<file path="config.mk">
export PLATFORM = sky130hd
export DESIGN_NAME = mult_share_arbiter_flat
export DESIGN_NICKNAME = d
export VERILOG_FILES = /design/src/rtl/mult_share_arbiter_if.sv /design/src/rtl/mult_share_arbiter.sv /design/src/flat_wrapper.sv
export SDC_FILE = /design/constraint.sdc
export NUM_CORES = 1
export LEC_CHECK = 0
export BUFFER_PORTS_ARGS = -buffer_cell sky130_fd_sc_hd__buf_2
export CORE_MARGIN = 4
export CORE_UTILIZATION = 45
export CTS_BUF_LIST = sky130_fd_sc_hd__clkbuf_8
export DETAILED_ROUTE_END_ITERATION = 6
export GPL_TIMING_DRIVEN = 0
export PLACE_DENSITY = 0.78
export SLEW_MARGIN = 25
export SYNTH_ARGS = -nofsm -noshare
export SYNTH_HDL_FRONTEND = slang
export SYNTH_SLANG_ARGS = --single-unit
</file>
<file path="constraint.sdc">
create_clock -name clk -period 2 [get_ports clk]
set_input_delay 0 -clock clk [delete_from_list [all_inputs] [get_ports clk]]
set_output_delay 0 -clock clk [all_outputs]
set_load 0.02 [all_outputs]
</file>
<file path="src/rtl/mult_share_arbiter_if.sv">
// Request/response bundle between the requesting datapath blocks and the
// shared-multiplier scheduler.
interface mult_share_arbiter_if #(
  parameter int NUM_REQ = 4,
  parameter int ID_W    = 2
);
  logic [NUM_REQ-1:0]   req_valid;
  logic [NUM_REQ-1:0]   req_ready;
  logic [4*NUM_REQ-1:0] req_a;
  logic [4*NUM_REQ-1:0] req_b;
  logic                 rsp_valid;
  logic                 rsp_ready;
  logic [ID_W-1:0]      rsp_id;
  logic [7:0]           rsp_product;

  modport master (
    output req_valid, req_a, req_b, rsp_ready,
    input  req_ready, rsp_valid, rsp_id, rsp_product
  );

  modport slave (
    input  req_valid, req_a, req_b, rsp_ready,
    output req_ready, rsp_valid, rsp_id, rsp_product
  );
endinterface

</file>
<file path="src/rtl/mult_share_arbiter.sv">
// Round-robin scheduler sharing one combinational 4x4 multiplier among
// NUM_REQ requesters; one operation in flight at a time.
module mult_share_arbiter #(
  parameter int NUM_REQ = 4,
  parameter int ID_W    = 2
) (
  input  logic                clk,
  input  logic                rst,
  mult_share_arbiter_if.slave bus,
  output logic [3:0]          mul_a,
  output logic [3:0]          mul_b,
  input  logic [7:0]          mul_product,
  output logic                busy
);
  localparam int unsigned NR = NUM_REQ;

  typedef enum logic [1:0] {IDLE, MUL, RESP} state_t;

  state_t             state;
  logic [ID_W-1:0]    rr_ptr;
  logic [ID_W-1:0]    id_reg;
  logic [ID_W-1:0]    gnt_idx;
  logic [ID_W-1:0]    gnt_next;
  logic               gnt_found;
  logic [NUM_REQ-1:0] gnt_vec;
  logic [ID_W-1:0]    rsp_id_q;
  logic [7:0]         rsp_product_q;

  // Scan upward from rr_ptr with wrap; first asserted valid wins.
  always_comb begin
    int unsigned pos;
    pos       = 0;
    gnt_found = 1'b0;
    gnt_idx   = '0;
    for (int unsigned k = 0; k < NR; k++) begin
      pos = 32'(rr_ptr) + k;
      if (pos >= NR) pos = pos - NR;
      if (!gnt_found && bus.req_valid[ID_W'(pos)]) begin
        gnt_found = 1'b1;
        gnt_idx   = ID_W'(pos);
      end
    end
  end

  always_comb begin
    gnt_vec = '0;
    if (state == IDLE && gnt_found) gnt_vec[gnt_idx] = 1'b1;
  end

  assign gnt_next = (gnt_idx == ID_W'(NR - 1)) ? '0 : gnt_idx + ID_W'(1);

  assign bus.req_ready   = gnt_vec;
  assign bus.rsp_valid   = (state == RESP);
  assign bus.rsp_id      = rsp_id_q;
  assign bus.rsp_product = rsp_product_q;
  assign busy            = (state != IDLE);

  always_ff @(posedge clk) begin
    if (rst) begin
      state         <= IDLE;
      rr_ptr        <= '0;
      id_reg        <= '0;
      mul_a         <= '0;
      mul_b         <= '0;
      rsp_id_q      <= '0;
      rsp_product_q <= '0;
    end else begin
      case (state)
        IDLE: begin
          // The winner's ready is already high, so a found grant is a handshake.
          if (gnt_found) begin
            mul_a  <= bus.req_a[{gnt_idx, 2'b00} +: 4];
            mul_b  <= bus.req_b[{gnt_idx, 2'b00} +: 4];
            id_reg <= gnt_idx;
            rr_ptr <= gnt_next;
            state  <= MUL;
          end
        end
        MUL: begin
          rsp_product_q <= mul_product;
          rsp_id_q      <= id_reg;
          state         <= RESP;
        end
        RESP: begin
          if (bus.rsp_ready) state <= IDLE;
        end
        default: state <= IDLE;
      endcase
    end
  end
endmodule

</file>
<file path="src/flat_wrapper.sv">
// flat-port wrapper written by rule: the top's interface ports become plain ports
module mult_share_arbiter_flat 
#(
  parameter int NUM_REQ = 4,
  parameter int ID_W    = 2
)
  (clk, rst, mul_a, mul_b, mul_product, busy, bus_req_valid, bus_req_a, bus_req_b, bus_rsp_ready, bus_req_ready, bus_rsp_valid, bus_rsp_id, bus_rsp_product);
  mult_share_arbiter_if #(.NUM_REQ(NUM_REQ), .ID_W(ID_W)) bus_i ();
  input  logic clk;
  input  logic rst;
  output logic [3:0] mul_a;
  output logic [3:0] mul_b;
  input  logic [7:0] mul_product;
  output logic busy;
  input wire logic [$bits(bus_i.req_valid)-1:0] bus_req_valid;
  input wire logic [$bits(bus_i.req_a)-1:0] bus_req_a;
  input wire logic [$bits(bus_i.req_b)-1:0] bus_req_b;
  input wire logic [$bits(bus_i.rsp_ready)-1:0] bus_rsp_ready;
  output wire logic [$bits(bus_i.req_ready)-1:0] bus_req_ready;
  output wire logic [$bits(bus_i.rsp_valid)-1:0] bus_rsp_valid;
  output wire logic [$bits(bus_i.rsp_id)-1:0] bus_rsp_id;
  output wire logic [$bits(bus_i.rsp_product)-1:0] bus_rsp_product;
  assign bus_i.req_valid = bus_req_valid;
  assign bus_i.req_a = bus_req_a;
  assign bus_i.req_b = bus_req_b;
  assign bus_i.rsp_ready = bus_rsp_ready;
  assign bus_req_ready = bus_i.req_ready;
  assign bus_rsp_valid = bus_i.rsp_valid;
  assign bus_rsp_id = bus_i.rsp_id;
  assign bus_rsp_product = bus_i.rsp_product;
  mult_share_arbiter #(.NUM_REQ(NUM_REQ), .ID_W(ID_W)) u_core (.clk(clk), .rst(rst), .bus(bus_i), .mul_a(mul_a), .mul_b(mul_b), .mul_product(mul_product), .busy(busy));
endmodule
</file>
Yosys cells after proc, flatten, opt, wreduce, memory -nomap -nowiden
Cells that the tools add are included.
{"block": "word_totals", "register_bits": 24, "input_bits": 47, "out_inout_bits": 24, "word_cells": 71}
{"block": "classes", "add_sub_neg": 8, "order_cmp": 10, "eq_ne": 5, "shift": 2, "n_mux": 27, "reduce_logical": 12}
{"cell": "$shiftx 16x5->4", "count": 2}
{"cell": "$mux 2", "count": 11}
{"cell": "$lt 2x3->1 const B", "count": 5}
{"cell": "$ge 3x3->1 const B", "count": 3}
{"cell": "$mux 1", "count": 9}
{"cell": "$bmux 1 s2", "count": 4}
{"cell": "$sub 2x1->2 const B", "count": 4}
{"cell": "$add 2x2->3 const B", "count": 2}
{"cell": "$pmux 2 s3", "count": 1}
{"cell": "$logic_and 1x1->1", "count": 5}
{"cell": "$eq 2x2->1 const B", "count": 2}
{"cell": "$mux 4", "count": 1}
{"cell": "$reduce_and 2->1", "count": 2}
{"cell": "$add 2x1->3 const B", "count": 1}
{"cell": "$ge 2x3->1 const B", "count": 1}
{"cell": "$logic_not 1->1", "count": 3}
{"cell": "$add 2x1->2 const B", "count": 1}
{"cell": "$demux 1 s2", "count": 1}
{"cell": "$eq 2x1->1 const B", "count": 1}
{"cell": "$ge 2x1->1 const B", "count": 1}
{"cell": "$logic_not 2->1", "count": 1}
{"cell": "$ne 2x1->1 const B", "count": 1}
{"cell": "$ne 2x2->1 const B", "count": 1}
{"cell": "$reduce_bool 2->1", "count": 1}

Depth between registers and ports, before layout
{"block": "logic_depth", "ltp_word": 19, "depth_mapped": 8, "ltp_nobuf": 6}

Least setup slack after synthesis
No wires, ideal clock.
{"block": "synth_path", "path_type": "reg2out", "from": "reg u_core.state[0]", "to": "out bus_req_ready[2]", "arrival_ns": 1.718, "required_ns": 2.000, "setup_slack_ns": 0.282, "stages_incl_launch_ff": 6, "path_buffers": 2, "path_cell_list": "dfxtp_1 > or2_1 > or2_0 > buf_2 > buf_2 > nor3b_1"}
{"block": "synth_between", "elab_chain_len": 3}
{"item": "start: declaration", "line_no": "mult_share_arbiter.sv:19", "rtl": "state_t state;"}
{"item": "start signal: assignment", "line_no": "mult_share_arbiter.sv:60", "rtl": "state <= IDLE;"}
{"item": "start signal: assignment", "line_no": "mult_share_arbiter.sv:76", "rtl": "state <= MUL;"}
{"item": "start signal: assignment", "line_no": "mult_share_arbiter.sv:82", "rtl": "state <= RESP;"}
{"item": "$logic_not 2->1", "line_no": "mult_share_arbiter.sv:47", "rtl": "if (state == IDLE && gnt_found) gnt_vec[gnt_idx] = 1'b1;"}
{"item": "$logic_and 1x1->1", "line_no": "mult_share_arbiter.sv:47"}
{"item": "$mux 4", "line_no": "mult_share_arbiter.sv:47"}
{"item": "end: declaration", "line_no": "flat_wrapper.sv:19", "rtl": "output wire logic [$bits(bus_i.req_ready)-1:0] bus_req_ready;"}
Every way passes these cells.

Final worst setup path
Ends and elaborated chain as after synthesis.

==> results_dict.tcl <==
set metrics [dict create \
    pre_cts_ws_ns 0.176 \
    power.density_nw_per_um2 838 \
    fin_crit_ns 1.84 \
    layout.nets 271 \
    hold_path.class "primary input to flip-flop" \
    use_met3 0.0398 \
    final_cells 252 \
    cts_buffers 3 \
    worst_slack_ns 0.158 \
    crit_fanout 10 \
    port_buffers 70 \
    drt_iter0_drc 18 \
    synth-seq-cells 24 \
    cpMostUsedCell "buf_2" \
    grt_max_degree 15 \
    fin_util 0.715 \
    fp.coreArea_um2 2590 \
    first_global_vias 1256 \
    finalSetupViolCount 0 \
    worst_slew_pin_slew_ns 0.422 \
    die_area_um2 3730 \
    ys_types 27 \
    largest_register_ff_count 8 \
    clockBufferDepth 2 \
    slew_headroom 0.719 \
    r2r_end "u_core.mul_a[3]$_SDFFE_PP0P_" \
    cpPeakStageDelay_ns 0.34 \
    critPathLaunchType "flip-flop" \
    fillers 199 \
    fmax_ghz 0.543 \
    synthesis.area_um2 1270 \
    gp_congestion 0.738 \
    grt_antenna_before_repair 0 \
    via_per_inst 5.15 \
    whs_ns 0.0342 \
    io_pins 71 \
    firstDrtPassIters 4 \
    row_count 18 \
    ir_worst_vdd_uv 495 \
    vias 1298 \
    initial_core_util 0.490 \
    clkLatencyLatePin_ns 0.27 \
    tns_ns 0 \
    status "finished, final reports clean" \
    clkTransAtPathRegs_ns 0.09 \
    cp_num_cells 6 \
    layout-drive-gt1-share 0.428 \
    cpLargestDelayFamily "simple AND/OR/NAND/NOR gates" \
    rrSetupSlack_ns 0.29 \
    clockRootBuffer "clkbuf_8" \
    yosysSeqAreaShare 0.379 \
    cts_tree "done" \
    yosys_warnings 0 \
    n_antenna_cell 0 \
    htree_levels 1 \
    antenna_left 0 \
    grt_busiest_layer "met2" \
    die_h_um 61.1 \
    r2r_cells 7 \
    overflow 0 \
    period_share 0.921 \
    drc 0 \
    finalWirelength_mm 3.47 \
    clock_skew_ns 0.00424 \
    rsz0062_at_grt "no" \
    setup.worst_path.class "flip-flop to primary output" \
    worst_setup_path_end_kind "primary output" \
    syn_to_final_growth_pct 46.0 \
    maxSlewViolCount 0 \
    synth.avg_cell_area_um2 9.40 \
    placed_cells 235 \
    hold_violations 0 \
    cap_violations 0 \
    crit_required_ns 2.00 \
    gr-usage-met2 0.360 \
    crit_end "bus_req_ready[2]" \
    use_met1 0.225 \
    synthesis.nets 183 \
    r2r-start "u_core.rr_ptr[1]$_SDFFE_PP0P_" \
    leakage_nw 0.863 \
    worstSetupStartpoint "u_core.state[0]$_SDFFE_PP0P_" \
    dp_hpwl_mm 2.64 \
    path_buf_inv 3 \
    routedWlPerCell_um 13.8 \
    path_cells "or2_1 -> or2_0 -> buf_2 -> buf_2 -> nor3b_1 -> buf_2" \
    die_w_um 61.1 \
    grt_use_total 0.194 \
    grt_pass1_wl_mm 5.42 \
    syn_inst 135 \
    crit_path_top_delay_cell "dfxtp_1" \
    cp.arrival_ns 1.84 \
    cts_sinks 24 \
]
-- cell families after synthesis --
family | after synthesis | synth area share
and+or+nand+nor | 52 | 0.213
muxes | 17 | 0.134
DFF | 24 | 0.379
adders and majority gates | 1 | 0.00986
buffers and inverters | 12 | 0.0641
AOI/OAI and AO/OA | 29 | 0.200
-- power by group --
group | leakage, nW | internal, W | switching, W | total, W
logic | 0.630 | 0.000247 | 0.000301 | 0.000548
clock network | 0.0357 | 0.000268 | 0.000158 | 0.000425
registers | 0.198 | 0.000539 | 0.0000392 | 0.000578
-- synth_stat cells --
cell	instances	area (µm²)
nand2_1	26	97.6
dfxtp_1	24	480
a21oi_1	17	85.1
mux2i_1	17	170
nand3b_1	8	60.1
o221ai_2	8	120
clkbuf_1	4	15.0
nand2b_1	4	25.0
nor2_1	4	15.0
buf_6	3	33.8
buf_2	2	10.0
inv_1	2	7.51
nor2b_1	2	12.5
a211oi_1	1	7.51
a311oi_4	1	26.3
and2_1	1	6.26
buf_8	1	15.0
ha_1	1	12.5
nand2_4	1	11.3
nor2_4	1	11.3
nor3_1	1	5.00
nor3b_1	1	7.51
nor4_1	1	6.26
o21ai_1	1	5.00
o2bb2a_1	1	10.0
or2_0	1	6.26
or2_1	1	6.26
-- worst min-delay path, delay by kind of cell --
| family | cells | cell delay, ns |
|---|---|---|
| AO/OA/AOI/OAI | 1 | 0.12 |
| multiplexers | 1 | 0.07 |
| buffers and inverters | 1 | 0.07 |
-- repair_timing --
action,4_1_cts,5_1_grt
hold endpoints to repair,10,0
hold buffers,10,0
gates resized for setup,0,1
buffers inserted,0,3
setup endpoints to repair,0,2
-- cell type report --
cell class / instances / area, µm² / area share
plain buffers: 10 / 73.8 / 0.0399
repair buffers: 83 / 473 / 0.255
flip-flops and latches: 24 / 482 / 0.260
clock buffers: 3 / 41.3 / 0.0223
multi-input cells: 99 / 707 / 0.382
inverters: 2 / 7.51 / 0.00405
well taps: 30 / 37.5 / 0.0203
clock inverters: 1 / 30.0 / 0.0162
-- metal layers --
layer  up-vias  share of wire  wire length, µm
li1        652              -                -
met1       608           0.41             1410
met2        34           0.54             1860
met3         4          0.051              177
met4         0         0.0066               23
met5         -              0                0
-- worst min path at each step --
stage	from	endpoint	slack, ns	depth (start not counted)
2_1_floorplan	rst	u_core.state[0]$_SDFFE_PP0P_	0.08	1
3_3_place_gp	mul_product[0]	u_core.bus.rsp_product[0]$_SDFFE_PP0N_	0.24	3
3_5_place_dp	mul_product[5]	u_core.bus.rsp_product[5]$_SDFFE_PP0N_	0.25	3
4_1_cts	bus_req_b[7]	u_core.mul_b[3]$_SDFFE_PP0P_	0.03	3
5_1_grt	bus_req_b[15]	u_core.mul_b[3]$_SDFFE_PP0P_	0.04	3
6_report	bus_req_b[7]	u_core.mul_b[3]$_SDFFE_PP0P_	0.03	3
-- per-stage QoR --
step                area [µm²]  power, W
detailed placement        1660   0.00110
finish                    1850   0.00155
floorplan                 1270  0.000941
CTS                       1830   0.00153
global placement          1660   0.00109
global route              1850   0.00163
-- placed cells by master (no fill, tap or decap), types with 2 or more instances in the layout --
cell type,synthesis,layout
buf_6,3,3
clkbuf_1,4,4
inv_1,2,2
dfxtp_1,24,23
nand2b_1,4,4
o221ai_2,8,8
nand2_1,26,26
nor2_1,4,4
a21oi_1,17,17
dlygate4sd3_1,0,10
clkbuf_8,0,3
nor2b_1,2,2
buf_4,0,3
buf_2,2,72
nand3b_1,8,8
mux2i_1,17,17
Note: power is estimated with default switching activity, not from simulation.
